File: config.mk
export PLATFORM = sky130hd
export DESIGN_NAME = hazard_stall_unit
export DESIGN_NICKNAME = d
export VERILOG_FILES = /design/src/rtl/hazard_stall_unit.sv
export SDC_FILE = /design/constraint.sdc
export NUM_CORES = 1
export LEC_CHECK = 0
export CAP_MARGIN = 20
export CORE_MARGIN = 5
export CORE_UTILIZATION = 34
export CTS_CLUSTER_SIZE = 16
export DETAILED_ROUTE_END_ITERATION = 12
export PLACE_DENSITY = 0.76
export SKIP_CTS_REPAIR_TIMING = 1
export SYNTH_ARGS = -nofsm -noshare
export SYNTH_HDL_FRONTEND = slang
export SYNTH_SLANG_ARGS = --single-unit
File: constraint.sdc
create_clock -name clk_i -period 2.8 [get_ports clk_i]
set_input_delay 0.28 -clock clk_i [delete_from_list [all_inputs] [get_ports clk_i]]
set_output_delay 0.28 -clock clk_i [all_outputs]
set_load 0.02 [all_outputs]
File: src/rtl/hazard_stall_unit.sv
// hazard_stall_unit: load-use, mul/div and branch-squash hazard control with a one-entry MD scoreboard.
// Optional HAZARD_PERF_EN adds a saturating stall-cycle counter output stall_cnt.
module hazard_stall_unit #(
    parameter int MD_LAT = 4,
    parameter int CNT_W  = $clog2(MD_LAT)
) (
    input  logic       clk_i,
    input  logic       rst_i,
    input  logic [4:0] ifid_rs,
    input  logic [4:0] ifid_rt,
    input  logic       ifid_uses_rt,
    input  logic       ifid_regwrite,
    input  logic [4:0] ifid_rd,
    input  logic       ifid_is_md,
    input  logic       idex_memread,
    input  logic [4:0] idex_rt,
    input  logic       idex_md_start,
    input  logic [4:0] idex_md_rd,
    input  logic       branch_taken_mem,
    output logic       pc_write,
    output logic       ifid_write,
    output logic       ifid_flush,
    output logic       idex_bubble,
    output logic       exmem_flush,
    output logic       md_busy,
    output logic       md_done,
    output logic [4:0] md_wb_rd
`ifdef HAZARD_PERF_EN
    ,
    output logic [31:0] stall_cnt
`endif
);
    logic [CNT_W-1:0] count;
    logic             issue;
    logic             load_use;
    logic             md_stall;
    logic             stall;
    logic [4:0]       r;

    // An issue arriving while busy is ignored, so it never retargets the scoreboard.
    always_comb begin
        issue    = idex_md_start && !branch_taken_mem && !md_busy;
        r        = md_busy ? md_wb_rd : (issue ? idex_md_rd : 5'd0);
        load_use = idex_memread && idex_rt != 5'd0 &&
                   (idex_rt == ifid_rs || (ifid_uses_rt && idex_rt == ifid_rt));
        md_stall = (r != 5'd0 && (r == ifid_rs || (ifid_uses_rt && r == ifid_rt) ||
                   (ifid_regwrite && r == ifid_rd))) || (ifid_is_md && (md_busy || issue));
        stall       = load_use || md_stall;
        pc_write    = rst_i ? 1'b0 : (branch_taken_mem || !stall);
        ifid_write  = rst_i ? 1'b0 : (branch_taken_mem || !stall);
        ifid_flush  = rst_i || branch_taken_mem;
        idex_bubble = rst_i || branch_taken_mem || stall;
        exmem_flush = rst_i || branch_taken_mem;
        md_done     = !rst_i && md_busy && count == '0;
    end

    always_ff @(posedge clk_i) begin
        if (rst_i) begin
            md_busy  <= 1'b0;
            md_wb_rd <= 5'd0;
            count    <= '0;
        end else if (issue) begin
            md_busy  <= 1'b1;
            md_wb_rd <= idex_md_rd;
            count    <= CNT_W'(MD_LAT - 1);
        end else if (md_busy) begin
            if (count == '0)
                md_busy <= 1'b0;
            else
                count <= count - CNT_W'(1);
        end
    end

`ifdef HAZARD_PERF_EN
    always_ff @(posedge clk_i) begin
        if (rst_i)
            stall_cnt <= 32'd0;
        else if (!pc_write && stall_cnt != 32'hFFFF_FFFF)
            stall_cnt <= stall_cnt + 32'd1;
    end
`endif
endmodule

==> metrics, run 1 <==
status=finished clean; setup TNS=0 ps; min Tclk post-route=2670 ps; CTS tree=built; initial core utilization=34.7%; HP Class=register to register; Total Nets Final=212; Die H=59.8 um; hold path depth=1; Buffers on Ports=44; Post-synth top cells=nand2_1, xnor2_1, a21oi_1; Overflow after GRT=0; Static Leak=0.000624 uW; ys flop type=dfxtp_1; DRC=0; startpoint of the worst hold path=count[0]; sequential share of the synthesized area=19.0%; design area=1540 sq um; maximum VDD drop=0.000264 V; Inst Count DP=203; crit path from=idex_md_rd[2]; synthesized area per cell=7.60 sq um; leading post-synthesis cells by cell area=dfxtp_1, xnor2_1, nand2_1; layout cells sized above 1=22.7%; final setup vio count=0; GR Layer Usage met3=3.02%; largest family of logic cells by synthesized area=simple AND/OR/NAND/NOR gates; cell area power density=274 nW/um^2; met2 Use GR=28.9%; Post-Syn Nets=145; Slew Limit Fails=0; Final ANT Viol Nets=0; root buffer cell=clkbuf_4; ANT cells=0; Final Hold Fails=0; initial DRC count=33; Final Power=422 uW; crit path kind=input port to output port; synthesized flop and latch total=8; DR vias/cell=5.05; Global Route Usage Sum=16.4%; Critical Path AT=2390 ps; CTS H-tree depth=1; CP Data Required Time=2520 ps; Top-Level Pins=45; Synth area leader=dfxtp_1; Post-synth ARST share=0%; post-synthesis cell area=843 sq um; crit start category=input port; Post-Synth XOR/XNOR Area=17.7%; Synth top area share=19.0%; most common cell in the netlist=nand2_1; Post-Synth Adder-Cell Area=1.48%; Max Cap Viol=0; worst slew pin tran=413 ps; Period Utilization, post-route=95.3%; simple logic cell fraction of the synthesized area=38.7%; routed length per instance=14.2 um; crit path max fanout=5; GPL Wtd Cong=0.757; CTS Buffer Depth=2; GRT busiest layer=met2; Hold Path End=count[0]; FF-to-FF path depth=5; clk_lat worst skew=250 ps; final HPWL from detailed placement=2410 um; via count=1040; initial antenna violation count=0; FP Rows=18; placed instance area=1470 sq um; # clock sinks=8; Slew headroom=72.2%; Routed WL=2920 um; R2R setup slack=1500 ps; multiplexer share of the synthesized area=0%; Die Footprint=3580 sq um; first-pass GRT wire length=4590 um; Post-Layout Cell Count=206; vias in the first global route=1100; Post-Synthesis Cells=111; Max Freq=375 MHz; CTS buffer count=3; largest net degree at the start of global routing=12; Clk pin slew, worst setup/hold paths=50 ps; Area growth syn-to-layout=83.1%; Synth Area in Compound Gates=18.4%; # fillers=205; synth unique cells=38; YS warnings=0; reg2reg start=md_busy; core box area=2430 sq um; die span in x=59.8 um; final setup skew=8.16 ps; 1st-pass router iterations=4; reg-to-reg endpoint=count[1]; EDFF count, synth=0; Crit. End Element=output port; RSZ-0062 raised after global routing=no; met1 Use GR=19.4%
how the worst max path moves through the flow:
stage | end | depth (start not counted)
6_report | pc_write | 9
5_1_grt | ifid_write | 9
4_1_cts | idex_bubble | 8
3_5_place_dp | idex_bubble | 8
3_3_place_gp | idex_bubble | 8
2_1_floorplan | pc_write | 8
report_power, final:
part           total (uW)  switching [uW]  leakage (uW)  internal, uW
clock                86.0            37.1     0.0000138          48.9
sequential            128            6.24     0.0000660           121
combinational         209            89.4      0.000544           119
total                 422             133      0.000624           290
metrics by stage:
step	hold WS (ps)	worst slack (ps)	util [%]
final	483	132	63.5
after global placement	461	-479	60.2
after CTS	479	-540	61.2
after floorplan	416	90.1	-
after global routing	511	52.2	63.5
after detailed placement	471	-544	60.2
kinds of logic (layout without fill, tap and decap cells):
| family | after synthesis | in the layout |
|---|---|---|
| AO/OA/AOI/OAI | 24 | 24 |
| XOR/XNOR | 17 | 17 |
| adder cells (fa/ha/maj) | 1 | 1 |
| buffers and inverters | 8 | 73 |
| flip-flops | 8 | 8 |
| AND/OR/NAND/NOR | 53 | 53 |
worst max-delay path, stage by stage:
cell and delay [ps]:
clkdlybuf4s50_1 520, nand4bb_4 130, buf_4 180, and3b_1 150
o211ai_1 170, nor4_1 100, or4b_1 500, a21oi_2 150
clkbuf_2 190
cell usage in the layout (no fill, tap or decap), types with 2 or more instances in the layout:
master,n
dlymetal6s2s_1,2
nor3_1,3
o211ai_1,2
clkdlybuf4s50_1,39
a21o_1,3
buf_4,24
clkbuf_2,2
clkbuf_4,3
a21oi_1,10
dfxtp_1,7
nand4bb_4,2
nor2b_1,2
nand2_1,16
and3_1,4
nand4bb_1,2
xnor2_1,11
inv_1,3
xor2_1,4
nor2_1,5
nand3_1,7
layer usage:
layer | vias up | routed length [um]
li1 | 534 | -
met1 | 466 | 1260
met2 | 35 | 1370
met3 | 5 | 252
met4 | 0 | 38
met5 | - | 0
registers in the layout, summed over array words and instances (netlist names):
name,cells
count,2
md_busy,1
md_wb_rd,5
area by class of cell:
cell class                      count  area [sq um]  share of cell area [%]
Clock buffer                        3          22.5                    1.46
Inverter                            3          11.3                   0.729
Multi-Input combinational cell     95           706                    45.7
Timing Repair Buffer               67           606                    39.2
Sequential cell                     8           161                    10.5
Tap cell                           30          37.5                    2.43
No activity file was read; power rests on OpenSTA's default activity.
==> inputs of run 2 (changes only) <==
--- a/config.mk
+++ b/config.mk
@@ -11,7 +11,6 @@
 export CTS_CLUSTER_SIZE = 16
 export DETAILED_ROUTE_END_ITERATION = 12
 export PLACE_DENSITY = 0.76
-export SKIP_CTS_REPAIR_TIMING = 1
 export SYNTH_ARGS = -nofsm -noshare
 export SYNTH_HDL_FRONTEND = slang
 export SYNTH_SLANG_ARGS = --single-unit
==> run 2 against run 1 <==
Effect of this change: register-to-register slack about the same; wire length decreased by 1.5%; sequential share of layout area rose by 0.068 points; cell count unchanged; critical path depth shrank 1; non-clock buffer count did not move; power fell by 0.25%; critical path type unchanged; largest cell class unchanged.
==> metrics, run 2 (synthesis results as in run 1) <==
CP top delay family=simple AND/OR/NAND/NOR gates; Max Cap Viol=0; FF-to-FF path depth=5; final worst setup slack=86.2 ps; initial antenna violation count=0; first-pass GRT wire length=4660 um; R2R setup slack=1500 ps; Layout Utilization=63.1%; worst slew pin tran=406 ps; CTS H-tree depth=1; initial core utilization=34.7%; Hold WS=475 ps; Slew headroom=72.7%; Routed WL=2870 um; largest net degree at the start of global routing=12; Die Footprint=3580 sq um; die span in x=59.8 um; Final Hold Fails=0; CTS buffer count=3; cell area power density=275 nW/um^2; via count=1040; commonest non-fill, non-tap cell in the layout=clkdlybuf4s50_1; Static Leak=0.000605 uW; min Tclk post-route=2710 ps; Area growth syn-to-layout=81.9%; HP Class=register to register; root buffer cell=clkbuf_4; Die H=59.8 um; Overflow after GRT=0; CP Data Required Time=2520 ps; layout cells sized above 1=22.7%; vias in the first global route=1100; most frequent cells in the layout=clkdlybuf4s50_1, buf_4, nand2_1; crit path kind=input port to output port; GPL Wtd Cong=0.757; clk_lat worst skew=250 ps; Largest Register=md_wb_rd; Max Freq=368 MHz; dpl ws=-544 ps; Crit. End Element=output port; CP Cell Sequence=clkdlybuf4s50_1 > nand4bb_4 > and3_1 > or4_4 > nor4_4 > nor3_1 > o211ai_1 > buf_4; Buffers on Ports=44; DRC=0; Final Power=421 uW; maximum VDD drop=0.000263 V; ANT cells=0; Critical Path AT=2430 ps; status=finished clean; Levels on crit path=8; final setup vio count=0; Slew Limit Fails=0; 1st-pass router iterations=4; crit start category=input port; Period Utilization, post-route=96.9%; hold path depth=2; # clock sinks=8; number of flip-flops under the largest register name=5; final setup skew=8.07 ps; CTS tree=built; Clk pin slew, worst setup/hold paths=50 ps; core box area=2430 sq um; CP peak stage delay=530 ps; crit path max fanout=3; Total Nets Final=212; Crit-path slowest cell=or4_4; CTS Buffer Depth=2; setup TNS=0 ps; largest registers=md_wb_rd: 5 flops, count: 2 flops, md_busy: 1 flops; DR vias/cell=5.05; routed length per instance=13.9 um; initial DRC count=34; FP Rows=18; RSZ-0062 raised after global routing=no; Buffers & Inverters on Critical Path=2; Global Route Usage Sum=16.7%; final HPWL from detailed placement=2410 um; Top-Level Pins=45; Final ANT Viol Nets=0
-- run 2: changes by cell type in the layout (fill, tap and decap cells not counted) --
cell | before | now
buf_4 | 24 | 26
clkbuf_2 | 2 | 0
dlygate4sd2_1 | 0 | 2
dlymetal6s2s_1 | 2 | 0
a22o_2 | 0 | 1
a22o_4 | 1 | 0
-- run 2: cell type report --
cell class / instances / area (sq um)
sequential: 8 / 161
timing repair buffer: 67 / 603
tap: 30 / 37.5
fill: 211 / 898
multi-input combinational: 95 / 698
inverter: 3 / 11.3
clock buffer: 3 / 22.5
-- run 2: layer usage --
metal / vias to the layer above / part of all wire [%] / global-route usage, %
met3: 5 / 8.7 / 3.02
met2: 33 / 47 / 29.3
met1: 469 / 43 / 19.8
met4: 0 / 1.3 / 6.33
li1: 533 / - / -
met5: - / 0 / 0
-- run 2: where the power goes --
part	switching (uW)	internal, uW	leakage (uW)
logic	88.7	120	0.000525
clock network	37.0	48.9	0.0000138
registers	6.09	121	0.0000660
-- run 2: what timing repair did --
item,4_1_cts,5_1_grt
hold buffers,0,0
buffers inserted,0,0
gates resized for setup,23,1
setup endpoints to repair,3,3
pin swaps,3,1
-- run 2: path summary, 6_finish.rpt --
path,startpoint,end
worst max register to register,md_busy,count[1]
worst min register to register,md_wb_rd[3],md_wb_rd[3]
worst min-delay path,md_wb_rd[3],md_wb_rd[3]
worst max-delay path,idex_md_rd[2],idex_bubble
-- run 2: worst register-to-register path: stages (launching register included) --
cell	delay [ps]
dfxtp_2	380
buf_4	130
buf_4	110
nor2b_1	270
nor2_1	90
a221oi_1	230
-- run 2: stage by stage --
stage,std cells,area [sq um]
5_1_grt,206,1530
3_5_place_dp,203,1470
2_1_floorplan,111,843
6_report,206,1530
3_3_place_gp,203,1470
4_1_cts,206,1530
==> inputs of run 3 (changes only) <==
--- a/config.mk
+++ b/config.mk
@@ -6,11 +6,13 @@
 export NUM_CORES = 1
 export LEC_CHECK = 0
 export CAP_MARGIN = 20
-export CORE_MARGIN = 5
+export CORE_MARGIN = 2
 export CORE_UTILIZATION = 34
+export CTS_CLUSTER_DIAMETER = 40
 export CTS_CLUSTER_SIZE = 16
 export DETAILED_ROUTE_END_ITERATION = 12
 export PLACE_DENSITY = 0.76
+export SKIP_LAST_GASP = 1
 export SYNTH_ARGS = -nofsm -noshare
 export SYNTH_HDL_FRONTEND = slang
 export SYNTH_SLANG_ARGS = --single-unit
==> run 3 against run 2 <==
Effect of this change: combinational power barely moved; fmax up 3.0%; clock power increased by 4.1%; via count increased by 3.7%; first-iteration DRC count decreased by 8.8%; largest cell class unchanged.
==> metrics, run 3 (synthesis results as in run 1) <==
routed length per instance=14.5 um; most frequent cells in the layout=clkdlybuf4s50_1, buf_4, nand2_1; vias in the first global route=1036; layout cells sized above 1=22.3%; Die Footprint=2890 sq um; hold path depth=2; CP Data Required Time=2520 ps; initial core utilization=35.0%; status=finished clean; DRC=0; startpoint of the worst hold path=count[1]; crit path max fanout=4; root buffer cell=clkbuf_4; Routed WL=2980 um; R2R setup slack=1500 ps; Die H=53.8 um; FF-to-FF path depth=5; RSZ-0062 raised after global routing=no; core box area=2410 sq um; CTS Buffer Depth=2; first-pass GRT wire length=4560 um; Inst Count DP=201; HP Class=register to register; min Tclk post-route=2640 ps; commonest non-fill, non-tap cell in the layout=clkdlybuf4s50_1; crit start category=input port; CTS buffer count=3; Max Cap Viol=0; largest registers=md_wb_rd: 5 flops, count: 2 flops, md_busy: 1 flops; clk_lat worst skew=260 ps; Overflow after GRT=0; Area growth syn-to-layout=82.0%; final setup skew=2.72 ps; Final Hold Fails=0; Crit. End Element=output port; Period Utilization, post-route=94.1%; Static Leak=0.000611 uW; cell area power density=278 nW/um^2; Critical Path AT=2360 ps; Final ANT Viol Nets=0; DR vias/cell=5.26; # clock sinks=8; final HPWL from detailed placement=2400 um; CTS tree=built; via count=1078; crit path kind=input port to output port; initial antenna violation count=0; Total Nets Final=211; FP Rows=18; Buffers on Ports=44; 1st-pass router iterations=4; ANT cells=0; reg-to-reg endpoint=count[1]; Post-Layout Cell Count=205; Largest Register=md_wb_rd; Clk pin slew, worst setup/hold paths=50 ps; worst slew pin tran=415 ps; # fillers=196; final setup vio count=0; Hold Path End=count[1]; largest net degree at the start of global routing=12; number of flip-flops under the largest register name=5; Max Freq=379 MHz; die span in x=53.8 um; maximum VDD drop=0.000476 V; CTS H-tree depth=1; reg2reg start=count[0]; Slew headroom=72.2%; Final Power=427 uW; GPL Wtd Cong=0.882; Global Route Usage Sum=21.4%; Slew Limit Fails=0; Top-Level Pins=45; initial DRC count=31
-- run 3: final cells by class --
| class | count | area (sq um) | share of cell area, % |
|---|---|---|---|
| clock buffers | 3 | 22.5 | 1.47 |
| inverters | 3 | 11.3 | 0.733 |
| multi-input cells | 95 | 696 | 45.3 |
| flip-flops and latches | 8 | 161 | 10.5 |
| well taps | 30 | 37.5 | 2.44 |
| repair buffers | 66 | 607 | 39.5 |
-- run 3: worst max-delay path, cell delays in order --
cell and delay [ps]:
clkdlybuf4s50_1 520, nand4bb_4 140, buf_4 170, a21oi_1 130
or4_1 180, nor4_2 50, or4b_1 510, a21oi_1 160
buf_2 190
-- run 3: worst max path at each step --
stage / to / cells after the start / from
floorplan: pc_write / 8 / md_busy
global placement: idex_bubble / 8 / idex_md_start
detailed placement: idex_bubble / 8 / idex_md_start
CTS: idex_bubble / 8 / branch_taken_mem
global route: idex_bubble / 8 / md_busy
finish: ifid_write / 9 / idex_md_rd[0]
-- run 3: metrics by stage --
stage | hold WS, ps | instance area, sq um | TNS, ps | utilization, % | setup WS (ps)
2_1_floorplan | 416 | 843 | 0 | - | 90.1
3_3_place_gp | 456 | 1460 | -1200 | 60.7 | -429
3_5_place_dp | 474 | 1460 | -1370 | 60.7 | -519
4_1_cts | 484 | 1490 | 0 | 61.9 | 1.47
5_1_grt | 507 | 1540 | 0 | 63.7 | 52.0
6_report | 486 | 1540 | 0 | 63.7 | 165
-- run 3: power breakdown --
group	total (uW)	internal (uW)	switching, uW
Clock	89.4	49.1	40.3
Combinational	210	119	90.6
Sequential	128	121	6.59
Total	427	289	138
-- run 3: what timing repair did --
action	in CTS	in global routing
pin swaps	3	1
setup buffers	1	0
gates resized for setup	14	8
setup endpoints to repair	3	3
hold buffers	0	0
-- run 3: routing by layer --
| layer | wire length (um) | global-route usage (%) |
|---|---|---|
| met4 | 15 | 4.70 |
| met2 | 1580 | 40.9 |
| met1 | 1180 | 24.7 |
| met5 | 0 | 0 |
| met3 | 208 | 3.06 |
